===== src/rtl/fpnew_opgroup_result_buffer.sv =====
// Elastic in-order result buffer between an opgroup block and the FPU output arbiter.
// Keeps a sticky exception-flag register accumulated from every delivered result.
module fpnew_opgroup_result_buffer #(
  parameter int unsigned Width   = 32,
  parameter int unsigned Depth   = 2,
  parameter type         TagType = logic,
  localparam int unsigned CNT_W  = $clog2(Depth + 1)
) (
  input  logic             clk_i,
  input  logic             rst_ni,
  input  logic             flush_i,
  input  logic [Width-1:0] in_result_i,
  input  logic [4:0]       in_status_i,
  input  logic             in_ext_bit_i,
  input  TagType           in_tag_i,
  input  logic             in_valid_i,
  output logic             in_ready_o,
  output logic [Width-1:0] out_result_o,
  output logic [4:0]       out_status_o,
  output logic             out_ext_bit_o,
  output TagType           out_tag_o,
  output logic             out_valid_o,
  input  logic             out_ready_i,
  output logic [4:0]       fflags_o,
  input  logic             fflags_clr_i,
  output logic [CNT_W-1:0] count_o,
  output logic             busy_o
);

  localparam int unsigned PTR_W = (Depth > 1) ? $clog2(Depth) : 1;

  logic [Width-1:0] result_mem [Depth];
  logic [4:0]       status_mem [Depth];
  logic             ext_mem    [Depth];
  TagType           tag_mem    [Depth];

  logic [PTR_W-1:0] wr_ptr_q, rd_ptr_q;
  logic [CNT_W-1:0] count_q;
  logic [4:0]       fflags_q;
  logic [4:0]       fflags_next;
  logic             push, pop;

  // Ready depends only on occupancy, so a full buffer stays closed even while it pops.
  assign in_ready_o  = (count_q != CNT_W'(Depth));
  assign out_valid_o = (count_q != '0);
  assign busy_o      = out_valid_o;
  assign count_o     = count_q;
  assign fflags_o    = fflags_q;

  assign push = in_valid_i && in_ready_o && !flush_i;
  assign pop  = out_valid_o && out_ready_i && !flush_i;

  assign out_result_o  = result_mem[rd_ptr_q];
  assign out_status_o  = status_mem[rd_ptr_q];
  assign out_ext_bit_o = ext_mem[rd_ptr_q];
  assign out_tag_o     = tag_mem[rd_ptr_q];

  always_comb begin
    fflags_next = fflags_clr_i ? '0 : fflags_q;
    if (pop) fflags_next = fflags_next | out_status_o;
  end

  always_ff @(posedge clk_i or negedge rst_ni) begin
    if (!rst_ni) begin
      wr_ptr_q <= '0;
      rd_ptr_q <= '0;
      count_q  <= '0;
      fflags_q <= '0;
    end else begin
      if (flush_i) begin
        wr_ptr_q <= '0;
        rd_ptr_q <= '0;
        count_q  <= '0;
      end else begin
        if (push)
          wr_ptr_q <= (wr_ptr_q == PTR_W'(Depth - 1)) ? '0 : wr_ptr_q + PTR_W'(1);
        if (pop)
          rd_ptr_q <= (rd_ptr_q == PTR_W'(Depth - 1)) ? '0 : rd_ptr_q + PTR_W'(1);
        if (push && !pop)
          count_q <= count_q + CNT_W'(1);
        else if (pop && !push)
          count_q <= count_q - CNT_W'(1);
      end
      fflags_q <= fflags_next;
    end
  end

  // Entry storage carries no reset; validity is tracked solely by the counter.
  always_ff @(posedge clk_i) begin
    if (push) begin
      result_mem[wr_ptr_q] <= in_result_i;
      status_mem[wr_ptr_q] <= in_status_i;
      ext_mem[wr_ptr_q]    <= in_ext_bit_i;
      tag_mem[wr_ptr_q]    <= in_tag_i;
    end
  end

endmodule


===== config.mk =====
export PLATFORM = sky130hd
export DESIGN_NAME = fpnew_opgroup_result_buffer
export DESIGN_NICKNAME = d
export VERILOG_FILES = /design/src/rtl/fpnew_opgroup_result_buffer.sv
export SDC_FILE = /design/constraint.sdc
export NUM_CORES = 1
export LEC_CHECK = 0
export ABC_CLOCK_PERIOD_IN_PS = 12500
export BUFFER_PORTS_ARGS = -buffer_cell sky130_fd_sc_hd__buf_2
export CAP_MARGIN = 20
export CORE_UTILIZATION = 45
export DETAILED_ROUTE_END_ITERATION = 10
export GPL_TIMING_DRIVEN = 0
export HOLD_SLACK_MARGIN = 0.12
export PLACE_DENSITY = 0.82
export SYNTH_ARGS = -nofsm -noshare
export SYNTH_HDL_FRONTEND = slang
export SYNTH_SLANG_ARGS = --single-unit

===== constraint.sdc =====
create_clock -name clk_i -period 12.5 [get_ports clk_i]
set_input_delay 1.25 -clock clk_i [delete_from_list [all_inputs] [get_ports clk_i]]
set_output_delay 1.25 -clock clk_i [all_outputs]
set_load 0.1 [all_outputs]

Word-level counts from Yosys, hierarchy flattened
Memory sizes are Yosys's and may differ from the RTL's.
Index checks and enable logic that the tools add are counted.
{ "op_classes": {"n_addsub": 4, "eq_ne": 1, "n_mux": 13, "bitwise_logic": 1, "reduce_logical": 13} }
{ "ops": {"columns": ["operator", "count"], "rows": [
  ["$mux 5", 2],
  ["$mux 1", 8],
  ["$logic_and 1x1->1", 6],
  ["$mux 2", 3],
  ["$reduce_bool 2->1", 3],
  ["$or 5x5->5", 1],
  ["$logic_not 1->1", 3],
  ["$reduce_bool 3->1", 1],
  ["$add 1x1->1 const B", 2],
  ["$add 2x1->2 const B", 1],
  ["$ne 2x2->1 const B", 1],
  ["$sub 2x1->2 const B", 1]
]} }
{ "word_totals": {"reg_bits": 9, "ram_bits": 78, "output_inout_bits": 49, "mem_count": 4} }
{ "memory_table": {"columns": ["name", "words", "width", "read_ports", "rd_ports_with_merged_regs", "wr", "line", "source"], "rows": [
  ["result_mem", 2, 32, 1, 0, 1, "32", "logic [Width-1:0] result_mem [Depth];"],
  ["status_mem", 2, 5, 1, 0, 1, "33", "logic [4:0] status_mem [Depth];"],
  ["ext_mem", 2, 1, 1, 0, 1, "34", "logic ext_mem [Depth];"],
  ["tag_mem", 2, 1, 1, 0, 1, "35", "TagType tag_mem [Depth];"]
]} }

Longest topological paths before layout
Gate-level depths: netlist of run 1.
{ "depth": {"ltp_word": 8, "mapped_depth": 4} }

Least setup slack after synthesis of run 1
Ideal clock, no wire load.
{ "synth_timing": {"kind": "reg2reg", "from": "register count_q[1], in the netlist count_o[1]", "to": "memory ext_mem[1], enable pin", "setup_ps": 492, "arrival_time_ps": 4861, "required_ps": 12008, "path_slack_ps": 7147, "path_stages_with_launch": 5, "path_buffers": 0, "period_less_slack_ps": 5353, "cell_sequence": "dfrtp_1 nor2b_2 inv_1 nand2_1 nor3b_1"} }
{ "synth_via": {"elab_chain_len": 5} }
{ "synth_rtl": {"columns": ["element", "line", "source"], "rows": [
  ["start, declared", "38", "logic [CNT_W-1:0] count_q;"],
  ["start signal, assigned", "80", "count_q <= count_q + CNT_W'(1);"],
  ["start signal, assigned", "82", "count_q <= count_q - CNT_W'(1);"],
  ["$ne 2x2->1", "44", "assign in_ready_o = (count_q != CNT_W'(Depth));"],
  ["named net in_ready_o", "17", "output logic in_ready_o,"],
  ["$logic_and 1x1->1 (2 in a row)", "50", "assign push = in_valid_i && in_ready_o && !flush_i;"],
  ["$mux 1", "90", "if (push) begin"],
  ["$mux 1 (not written as such)", "93", "ext_mem[wr_ptr_q] <= in_ext_bit_i;"],
  ["end, declared", "34", null]
]} }
The timed path passes the listed nets, and every way through them passes these cells.

Worst setup path after layout of run 1
{ "layout_timing": {"from": "register rd_ptr_q", "to": "output port out_result_o[11]"} }
{ "layout_via": {"elab_chain_len": 1} }
{ "layout_rtl": {"columns": ["element", "line", "source"], "rows": [
  ["start, declared", "37", "logic [PTR_W-1:0] wr_ptr_q, rd_ptr_q;"],
  ["start signal, assigned", "78", "rd_ptr_q <= (rd_ptr_q == PTR_W'(Depth - 1)) ? '0 : rd_ptr_q + PTR_W'(1);"],
  ["$mem_v2 2x32", null, null],
  ["end, declared", "18", "output logic [Width-1:0] out_result_o,"]
]} }
Every way passes these cells.

==> results, run 1 <==
- The run finished with clean final reports.
- The routed layout has between 1500 and 2000 vias.
- The total number of H-tree levels is 3.
- Setup violations remaining at the end of the flow were counted as 0.
- The cell area power density is 165.7 nW/um2.
- The overall die width is 87.11 um.
- The area fraction in and, or, nand and nor cells after synthesis is 2.035%.
- The most critical setup path has its startpoint at rd_ptr_q.
- The first routing iteration left 39 violations.
- The flop-to-flop setup slack is 10.09 ns.
- The upper clock frequency limit is 0.3239 GHz.
- Of the synthesized area, sequential elements account for 78.77%.
- The synthesized netlist devotes 0% of its cell area to adder and majority cells.
- The number of antenna violations at the first check in global routing was 0.
- In this run, CTS created clock tree buffers numbering 9.
- The clock tree root driver cell is sky130_fd_sc_hd__clkbuf_8.
- Counting every net in the synthesized netlist gives 205.
- The area growth from synthesis to layout is 26.64%.
- Post-CTS repair changed the size of 0 cells.
- The final antenna diode count is 0.
- The ratio of cells with drive above 1 in the final layout is about three fifths.
- The worst setup path is launched from a flop.
- The gate count of the mapped netlist is 160.
- Global routing used 15.28% of the available tracks.
- The worst path uses 24.70% of the clock period.
- At the placement stage, the worst setup path has a slack of 9.389 ns.
- Entering global routing, the biggest net connects 14 pins.
- The CTS tree is yes.
- The later pin in the worst-skew pair is clocked with a latency of 0.33 ns.
- The die is 87.11 um tall.
- Wires add up to 5.492 mm.
- In this run the tool buffered the top-level ports with 93 buffer cells.
- The synthesized area divided by synthesized cell count is 20.37 um2.
- At the end of routability-driven placement, the weighted congestion stood at 0.7926.
- The arrival time at the worst endpoint is 1.84 ns.
- The endpoint of the most critical setup path is out_result_o[11].
- The maximum fanout along the worst path is 10.
- The clock skew is roughly 0.0095 ns.
- Setup slack closes at 9.412 ns.
- The hold violation count in the final report is 0.
- Power comes to 683.9 uW.
- Setup repair after global routing left no endpoint under its margin.
- The worst endpoint required time is 11.25 ns.
- The accumulated negative setup slack is 0 ns.
- The worst register-to-register path ends at result_mem[1][18].
- Sorting the synthesized cells by area gives the leading types as sky130_fd_sc_hd__edfxtp_1 (72%), sky130_fd_sc_hd__mux2_2 (13%), sky130_fd_sc_hd__dfrtp_1 (6.9%).
- The number of hold buffers added after cts is 0.
- The area of the die is 7587 um2.
- The synthesis warning total is 0.
- The initialized floorplan defines 30 standard-cell rows.
- The net total in the final layout is about 320.
- The number of top-level design ports is 94.
- The filler cells instantiated in the layout total about 550.
- The xor and xnor fraction of the mapped netlist area is less than 1%.
- The remaining antenna violation count is 0.
- Measured against the total synthesized area, the mux share comes to 14.01%.
- Summed over all cells, the static leakage comes to around 1.6 nW.
- The shortest clock period the worst path allows after layout is 3.088 ns.
- The area share of the largest cell type after synthesis is a little under three quarters.
- The final max-slew violation count is 0.
- After clock tree synthesis, the clock-pin slew on the worst setup and hold paths is 0.07 ns.
- The first-pass GRT wire length is between 8 and 9 mm.
- The core region is 6907 um2.
- The synthesis-stage register bit count is 87.
- In this design, the stage delay of the slowest critical-path cell is about 0.46 ns.
- The critical path is of the reg -> out type.
- Once the clock tree was built, the setup fixing pass inserted 0 buffers.
- The via count of the first global-routing pass was ~1800.
- The signal on the critical path passes through buf_6 -> clkbuf_8 -> mux2_2 -> buf_2.
- The clock passes through at most 2 buffers.
- The cell with the biggest individual delay on the critical path is sky130_fd_sc_hd__dfrtp_1.
- The biggest area contributor in the post-synthesis netlist is sky130_fd_sc_hd__edfxtp_1.
- After global routing the overflow that remains totals 0.
- The post-detailed-route wirelength per cell is 14.84 um.
- Across the VDD grid, the largest voltage drop is 0.1254 mV.
- The tightest min-delay check is of the reg -> reg type.
- The detailed-router iteration count before antenna repair is 4.
- Across the run, the number of max-cap violations was 0.
- The clock sink total is 87.
- The number of distinct library cells after synthesis is 26.
- For the pin with the worst max-slew slack, the measured transition is approximately 1.0 ns.
- The length in cells of the worst reg-to-reg path is 6.
- Measured against its own limit, the worst slew margin works out to 32.60%.
- Once the floorplan was initialized, standard cells occupied roughly 47% of the core.
- The category of the worst setup path capture point is an output pin.
- The HPWL after detailed placement is 3.893 mm.
- The startpoint of the worst-slack reg-to-reg timing path is count_o[1].
- The residual DRC count is 0.
- The detail-routed via count per cell is approximately 4.8.
- The combinational family with the most area after synthesis is multiplexers.
- The synthesized netlist devotes 2.726% of its cell area to compound gates.
- The area of the mapped netlist is 3259 um2.
[how the worst min path moves through the flow]
stage                           start     endpoint  slack, ns  cells past startpoint
final                     fflags_o[1]  fflags_o[1]       0.51                      1
after global routing      fflags_o[1]  fflags_o[1]       0.54                      1
after CTS                 fflags_o[1]  fflags_o[1]       0.52                      1
after detailed placement  fflags_o[1]  fflags_o[1]       0.50                      1
after global placement    fflags_o[0]  fflags_o[0]       0.49                      1
after floorplan              wr_ptr_q     wr_ptr_q       0.53                      2
[where the power goes]
group | switching, mW | internal [mW] | total (mW)
registers | 0.00389 | 0.329 | 0.333
logic | 0.121 | 0.0323 | 0.153
clock network | 0.0877 | 0.110 | 0.198
total | 0.212 | 0.471 | 0.684
[sequential cells by signal, indices dropped and copies added (netlist names)]
register / flops
result_mem: 64
count_o: 2
wr_ptr_q: 1
fflags_o: 5
rd_ptr_q: 1
status_mem: 10
tag_mem: 2
ext_mem: 2
[layout make-up]
class	count	area (um2)	area share, %
clock buffers	10	127.6	3.092
multi-input cells	65	630.6	15.28
repair buffers	99	536.8	13.00
inverters	3	11.26	0.2728
well taps	96	120.1	2.910
plain buffers	5	60.06	1.455
clock inverters	5	73.82	1.788
flip-flops and latches	87	2567	62.20
[routing by layer]
layer  up-vias  wire length (um)  track usage, %  part of all wire [%]
met5         -                 0               0                     0
met4         0                37           4.769                  0.67
met3         4               284           5.592                   5.2
met2        58              2916           27.06                    53
met1       869              2253           17.20                    41
li1        842                 -               -                     -
[synthesized netlist by cell type, drive strengths merged]
| master | number |
|---|---|
| o21ai | 2 |
| xor2 | 1 |
| edfxtp | 78 |
| buf | 2 |
| nand3b | 1 |
| o211ai | 1 |
| clkbuf | 3 |
| a21oi | 4 |
| mux2 | 39 |
| nor2 | 2 |
| or2 | 2 |
| nor2b | 1 |
| or3 | 1 |
| nor3 | 1 |
| mux2i | 1 |
| nor3b | 2 |
| inv | 3 |
| dfrtp | 9 |
| nand2 | 1 |
| a21o | 1 |
| a22o | 5 |
[placed cells by master (no fill, tap or decap), types with 2 or more instances in the layout]
master / Yosys / final
sky130_fd_sc_hd__bufinv_16: 0 / 2
sky130_fd_sc_hd__a21oi_1: 4 / 4
sky130_fd_sc_hd__dfrtp_1: 9 / 9
sky130_fd_sc_hd__buf_2: 0 / 93
sky130_fd_sc_hd__edfxtp_1: 78 / 78
sky130_fd_sc_hd__clkbuf_8: 3 / 12
sky130_fd_sc_hd__buf_6: 1 / 6
sky130_fd_sc_hd__mux2_2: 37 / 37
sky130_fd_sc_hd__mux2_4: 2 / 2
sky130_fd_sc_hd__clkinv_2: 0 / 2
sky130_fd_sc_hd__a22o_1: 5 / 5
sky130_fd_sc_hd__inv_1: 2 / 2
sky130_fd_sc_hd__nor2_1: 2 / 2
[through the flow]
| step | util, % | hold WS (ns) | std cells | cell area (um2) |
|---|---|---|---|---|
| finish | 59.76 | 0.5129 | 370 | 4128 |
| global route | 59.76 | 0.5402 | 370 | 4128 |
| CTS | 59.76 | 0.5174 | 370 | 4128 |
| detailed placement | 56.85 | 0.4969 | 355 | 3926 |
| global placement | 55.67 | 0.4885 | 349 | 3845 |
| floorplan | - | 0.5295 | 160 | 3259 |
[worst max-delay path, delay by kind of cell, from the launching register on]
family	cells	cell delay [ns]
buf+inv	3	0.70
flops	1	0.46
mux	1	0.34
[kinds of logic after synthesis]
kind of cell,count (synthesis)
AO/OA/AOI/OAI,13
XOR/XNOR,1
buffers and inverters,8
flip-flops,87
multiplexers,40
AND/OR/NAND/NOR,11
(Power assumes the default switching activity.)
==> run 2: changes to the inputs <==
--- a/config.mk
+++ b/config.mk
@@ -5,7 +5,7 @@
 export SDC_FILE = /design/constraint.sdc
 export NUM_CORES = 1
 export LEC_CHECK = 0
-export ABC_CLOCK_PERIOD_IN_PS = 12500
+export ABC_CLOCK_PERIOD_IN_PS = 3000
 export BUFFER_PORTS_ARGS = -buffer_cell sky130_fd_sc_hd__buf_2
 export CAP_MARGIN = 20
 export CORE_UTILIZATION = 45
==> constraint.sdc (replaced) <==
create_clock -name clk_i -period 3 [get_ports clk_i]
set_input_delay 0.3 -clock clk_i [delete_from_list [all_inputs] [get_ports clk_i]]
set_output_delay 0.3 -clock clk_i [all_outputs]
set_load 0.1 [all_outputs]
==> run 2 against run 1 <==
  * Critical path depth unchanged
  * Sequential power rose to 4.2 times the previous value
  * Clock-buffer cell count decreased by 1
  * Sequential share of layout area is 1.0 points lower
  * Via count rose by 0.62%
  * Total power increased to 4.3 times the previous value
  * Clock power rose to 4.6 times the previous value
  * Hold slack worse by 0.37 ns
  * Die area unchanged
  * Cell count unchanged
  * Register-to-register slack got worse by 8.8 ns
  * Highest routed layer unchanged
==> results, run 2 (synthesized netlist as in run 1, its figures left out) <==
- The die outline height is roughly 87 um.
- Post-CTS timing repair inserted 0 buffers for setup.
- The die covers 7587 um2.
- For this run, the slowest stage of the critical path takes about 0.46 ns.
- In this run the power spent charging and discharging nets is around 890 uW.
- The transition time of the tightest slew-check pin is 0.5015 ns.
- The via count of the first global-routing pass came to 1783.
- result_mem holds more flip-flops than any other register.
- Dividing total power by cell area gives a power density of 700.0 nW/um2.
- On the critical path, the stage with the largest delay is an instance of sky130_fd_sc_hd__dfrtp_1.
- STA classifies the critical path endpoint as an output pin.
- The static leakage is 1.624 nW.
- The accumulated negative setup slack is 0 ns.
- Leaving out fill and tap cells, the most frequent cell in the layout is sky130_fd_sc_hd__buf_2.
- Cell internal power was estimated by the tool at approximately 2.1 mW.
- Of all nets on the critical path, the largest fanout is 10.
- The fraction of power consumed by the clock network is 30.9%.
- Sequential cells burn 47.2% of the power.
- The hold violation count in the final report was 0.
- The final instance area is 4199 um2.
- The power after layout is 2.939 mW.
- The count of buffers added on input and output ports is 93.
- The final antenna diode count is 0.
- Pin placement for this block handled 94 I/O pins.
- The kind of launch point of the worst setup path is a flop.
- The effective utilization at floorplan is 47.19%.
- Combinational logic burns 21.9% of the power.
- Static timing analysis puts the maximum clock frequency at approximately 0.47 GHz.
- The number of antenna violations at the first check in global routing is 0.
- In the final routed layout, each cell accounts on average for ~15 um.
- The worst-skew pair later-pin latency is around 0.34 ns.
- The CTS tree is yes.
- The shortest clock period the worst path allows after layout is 2.127 ns.
- Clock-pin slew was measured on the worst setup and hold paths at 0.08 ns.
- The number of buffers and inverters on the critical path is 3.
- The worst setup path is of the reg -> out kind.
- The arrival time at the worst endpoint is between 1.5 and 2 ns.
- The min-delay analysis places its worst path in the category in -> reg.
- The cell family contributing the most delay on the critical path is buffers and inverters.
- Before antenna repair, the detailed router went through 4 iterations.
- Entering global routing, the biggest net connects 20 pins.
- The clock tree synthesis step divided the H-tree into 3 levels.
- Once detail routing completed, the nets flagged for antenna violations numbered 0.
- For this run, design rule violations remaining after detail routing come to 0.
- Setup violations remaining at the end of the flow were counted as 0.
- The total global routing track utilization is 14.70%.
- Cells fill 60.80% of the core in the end.
- The wire-length estimate of the detail-placed layout is 3.749 mm.
- The overall routed net length is 5.437 mm.
- The detail-routed via count per cell is around 4.8.
- Traced cell by cell, the critical path runs through buf_6 -> clkbuf_8 -> mux2_2 -> buf_2.
- TritonCTS created 9 clock buffers.
- The growth of design area from synthesis to finish is 28.83%.
- The final critical path takes up 70.89% of the cycle.
- After detailed placement, the total cell area comes to 3946 um2.
- The total grt overflow is 0.
- The worst pin sits at a relative slew slack of 66.79%.
- The ratio of cells with drive above 1 in the final layout is roughly three fifths.
- At the worst endpoint, the required time is 2.70 ns.
- The clock skew is 0.01011 ns.
- Fill cells in the final layout number 562.
- Setup repair after global routing left no endpoint under its margin.
- The peak supply drop is 0.5552 mV.
- The tree is rooted in a sky130_fd_sc_hd__clkbuf_8.
- The clock passes through at most 2 buffers.
- The flow ran to the end, and the final reports show no timing, DRC or antenna violations.
- The clock sink total is 87.
- The flip-flop count of the largest register after layout is 64.
- The first-pass GRT wire length is between 8 and 9 mm.
- In the layout the commonest cells are sky130_fd_sc_hd__buf_2 (93), sky130_fd_sc_hd__edfxtp_1 (78), sky130_fd_sc_hd__mux2_2 (37), sky130_fd_sc_hd__clkbuf_8 (12), sky130_fd_sc_hd__dfrtp_1 (7).
- The overall die width is 87.11 um.
- The starting DRC count in detailed routing is 93.
- For this block, the via count after detailed routing is between 1500 and 2000.
- Of the total power, the share spent switching nets is 30.26%.
- The final max-slew violation count was 0.
- Across the run, the number of max-cap violations was 0.
- The final estimated routing congestion in global placement is 0.7937.
- The net total in the final layout is ~320.
- The core footprint is slightly below 7000 um2.
- The standard-cell row count is 30.
[run 2: area by class of cell]
cell class	instances	area (um2)	share of cell area, %
plain buffers	5	60.06	1.430
clock buffers	9	123.9	2.950
clock inverters	5	98.84	2.354
inverters	3	15.01	0.3576
multi-input cells	65	643.1	15.32
flip-flops and latches	87	2570	61.20
well taps	96	120.1	2.861
repair buffers	100	568.0	13.53
[run 2: final timing paths]
check | startpoint | to | slack, ns | cells past startpoint
setup / recovery | rd_ptr_q | out_result_o[9] | 0.87 | 4
setup reg to reg | count_o[1] | result_mem[1][18] | 1.31 | 5
hold reg to reg | fflags_o[0] | fflags_o[0] | 0.51 | 1
max in group asynchronous | rst_ni | count_o[0] | 2.46 | 2
min in group asynchronous | rst_ni | wr_ptr_q | 0.34 | 2
hold / removal | in_result_i[21] | result_mem[0][21] | 0.15 | 1
[run 2: power groups by stage]
| stage | Clock, mW | Sequential, mW | Combinational, mW |
|---|---|---|---|
| 6_report | 0.908 | 1.39 | 0.644 |
| 4_1_cts | 0.932 | 1.39 | 0.647 |
| 5_1_grt | 0.977 | 1.39 | 0.667 |
| 2_1_floorplan | 0 | 1.45 | 0.486 |
| 3_5_place_dp | 0 | 1.42 | 0.645 |
| 3_3_place_gp | 0 | 1.41 | 0.627 |
[run 2: metal layers]
metal | GRT usage, % | wire length, um
met3 | 5.972 | 288
met5 | 0 | 0
met4 | 4.471 | 45
met2 | 26.13 | 2851
met1 | 16.13 | 2252
[run 2: through the flow]
stage / worst slack (ns) / hold WS, ns / std cells
after floorplan: 0.03495 / 0.004409 / 160
after global placement: 0.1724 / 0.1578 / 349
after detailed placement: 1.240 / 0.1669 / 353
after CTS: 0.8438 / 0.1359 / 368
after global routing: 0.7791 / 0.1208 / 370
final: 0.8734 / 0.1455 / 370
[run 2: repair_timing]
item | in CTS | in global routing
hold endpoints to repair | 9 | 4
resized for setup | 0 | 0
hold buffers | 1 | 2
[run 2: worst register-to-register path, stage by stage, from the launching register on]
cell                         delay, ns
sky130_fd_sc_hd__dfrtp_2          0.45
sky130_fd_sc_hd__nor2b_2          0.19
sky130_fd_sc_hd__clkinvlp_4       0.08
sky130_fd_sc_hd__nand2_1          0.13
sky130_fd_sc_hd__nor3b_4          0.31
sky130_fd_sc_hd__buf_8            0.23
==> run 3: changes to the inputs <==
--- a/config.mk
+++ b/config.mk
@@ -5,7 +5,7 @@
 export SDC_FILE = /design/constraint.sdc
 export NUM_CORES = 1
 export LEC_CHECK = 0
-export ABC_CLOCK_PERIOD_IN_PS = 3000
+export ABC_CLOCK_PERIOD_IN_PS = 2000
 export BUFFER_PORTS_ARGS = -buffer_cell sky130_fd_sc_hd__buf_2
 export CAP_MARGIN = 20
 export CORE_UTILIZATION = 45
==> constraint.sdc (replaced) <==
create_clock -name clk_i -period 2 [get_ports clk_i]
set_input_delay 0.2 -clock clk_i [delete_from_list [all_inputs] [get_ports clk_i]]
set_output_delay 0.2 -clock clk_i [all_outputs]
set_load 0.1 [all_outputs]
==> run 3 against run 2 <==
  * Critical path type is now reg -> reg
  * Register-to-register slack worse by 1.2 ns
  * Global-route usage is 1.9 points higher
  * Die area stayed put
  * Cell count is 11% higher
  * Clock-buffer cell count is 1 higher
  * Clock skew is 0.0016 ns higher
==> results, run 3 (synthesized netlist as in run 1, its figures left out) <==
- Together, buffers and inverters on the worst path number 2.
- The number of CTS-inserted buffers is 9.
- The classification of the worst setup path is reg -> reg.
- The detailed-router iteration count before antenna repair is 4.
- For this design the total switching power over the nets is between 1 and 1.5 mW.
- The area of the die is around 7600 um2.
- The detail-routed via count per cell is around 4.7.
- Cell internal power was estimated by the tool at 3.168 mW.
- The biggest cell delay along the critical path is 0.52 ns.
- The placed instances occupy a cell area of 3989 um2.
- The worst setup path is launched from a flop.
- The total global routing track utilization is between 10% and 20%.
- The static leakage is 1.818 nW.
- The congestion estimate from routability-driven global placement came to a little over 0.8.
- Wires add up to 5.938 mm.
- The final max-slew violation count is 0.
- The critical path goes through nor2b_4 -> clkinvlp_4 -> nand2_4 -> nor3b_4 -> buf_8.
- After routing the design area is 4695 um2.
- The worst setup path is captured at a flop.
- The total grt overflow is 0.
- Of the available clock period, the critical path in the final layout requires ~95%.
- The initial utilization of the core area, before any placement, comes to 47.19%.
- The clock reaches the later pin of the worst-skew pair after 0.34 ns.
- The CTS tree is yes.
- Entering global routing, the biggest net connects 19 pins.
- The accumulated negative setup slack is 0 ns.
- Combinational cells account for 23.6% of the total power.
- Of the total power, the clock network draws 30.4%.
- The flop-to-flop setup slack is 0.1 ns.
- The die outline height is between 80 and 90 um.
- The peak supply drop is 0.6225 mV.
- In this run the core area contains 30 standard-cell rows.
- The filler cell count in the final layout is between 400 and 500.
- In the final layout, the multi-input gates occupy 655.6 um2.
- The most common library cell in the layout ignoring fill and taps is sky130_fd_sc_hd__edfxtp_1.
- The number of max-cap violations is 0.
- The starting DRC count in detailed routing is 80.
- The transition time of the tightest slew-check pin is 0.6233 ns.
- Setup repair after global routing left no endpoint under its margin.
- After floorplanning, the core was sized to cover 6907 um2.
- The worst path in the final design needs a cycle of 1.903 ns, including I/O delays and setup.
- The relative max-transition margin is 58.31%.
- The smallest setup slack after layout is 0.09679 ns.
- The clock skew is 0.01172 ns.
- Of all nets on the critical path, the largest fanout is 16.
- In this design, the largest share of critical-path delay is due to simple AND/OR/NAND/NOR gates.
- The number of antenna diodes in the final layout is 0.
- The net total in the final layout is 354.
- The ratio of cells with drive above 1 in the final layout is 52.08%.
- The clock passes through at most 2 buffers.
- Across all layers, the routed design uses 1935 vias.
- Relative to the synthesized area, the layout overhead comes to 44.03%.
- The remaining antenna violation count is 0.
- In this run the number of H-tree levels came out at 3.
- Clock tree synthesis found a total of 87 sinks.
- During I/O placement, the number of pins put on the boundary was 94.
- The root buffer cell chosen for the clock tree is sky130_fd_sc_hd__clkbuf_8.
- The count of buffers inserted at the top-level ports is 93.
- Based on the critical path, the design can be clocked at up to 0.5254 GHz.
- After detailed routing, the average wire length per cell comes to 14.52 um.
- The area taken by flip-flops and latches is 2575 um2.
- Data arrives at the worst endpoint at between 1.5 and 2 ns.
- The hold violation count in the final report is 0.
- After detailed routing, the number of remaining DRC violations is 0.
- The register with the most flip-flops in the layout has 64 of them.
- Power spread over the standard cell area amounts to between 900 and 1000 nW/um2.
- Setup violations remaining at the end of the flow were counted as 0.
- The worst-case setup slack after placement is 0.09680 ns.
- The first-pass GRT wire length is 9.114 mm.
- Detailed placement ended at an HPWL of 3.809 mm.
- The register with the most flip-flops in the final layout is result_mem.
- The via count of the first global-routing pass is 1949.
- The overall die width is 87.11 um.
- The worst endpoint required time is between 2 and 2.5 ns.
- Of the total power, the share spent switching nets is 30.00%.
- The power after layout is 4.525 mW.
- The cell with the biggest individual delay on the critical path is sky130_fd_sc_hd__dfrtp_4.
- Clock-pin slew was measured on the worst setup and hold paths at 0.08 ns.
- The share of total power dissipated in sequential elements is a little under half.
- In the layout the commonest cells are sky130_fd_sc_hd__edfxtp_1 (78), sky130_fd_sc_hd__buf_2 (64), sky130_fd_sc_hd__dlygate4sd3_1 (40), sky130_fd_sc_hd__mux2_2 (37), sky130_fd_sc_hd__buf_4 (31).
- The number of antenna violations at the first check in global routing is 0.
- The run finished with clean final reports.
- The min-delay analysis places its worst path in the category in -> reg.
[run 3: final cells by class]
cell class	instances	share of cell area, %
Timing Repair Buffer	138	22.23
Tap cell	96	2.559
Sequential cell	87	54.85
Clock inverter	5	2.079
Buffer	5	1.279
Multi-Input combinational cell	65	13.97
Clock buffer	10	2.719
Inverter	3	0.3198
[run 3: worst paths after layout]
check	start	cells after the start	end
worst max register to register	count_o[1]	5	result_mem[1][15]
min in group asynchronous	rst_ni	2	count_o[1]
max in group asynchronous	rst_ni	2	count_o[0]
worst min register to register	fflags_o[4]	1	fflags_o[4]
worst min-delay path	flush_i	2	count_o[0]
worst max-delay path	count_o[1]	5	result_mem[1][15]
[run 3: per-stage QoR]
step | hold slack (ns) | util, % | cells
floorplan | -0.09559 | - | 160
global placement | 0.05897 | 56.34 | 349
global route | 0.1505 | 67.97 | 409
finish | 0.1562 | 67.97 | 409
detailed placement | 0.06836 | 57.75 | 353
CTS | 0.1519 | 67.72 | 408
[run 3: power by group through the flow]
stage | clock [mW] | sequential, mW | combinational (mW)
2_1_floorplan | 0 | 2.18 | 0.730
3_3_place_gp | 0 | 2.12 | 0.944
3_5_place_dp | 0 | 2.12 | 0.977
4_1_cts | 1.40 | 2.08 | 1.07
5_1_grt | 1.47 | 2.09 | 1.11
6_report | 1.37 | 2.08 | 1.07
[run 3: timing repair]
item,CTS,global route
setup endpoints to repair,25,9
buffers inserted,0,1
resized for setup,25,8
hold buffers,40,0
endpoints found under the hold margin,87,0
[run 3: per-layer routing]
layer  track usage [%]  vias up  wire length, um
met5                 0        -                0
met4             5.812        0               55
met3             5.308        7              322
met2             29.28       62             3139
met1             18.95      942             2420
li1                  -      924                -
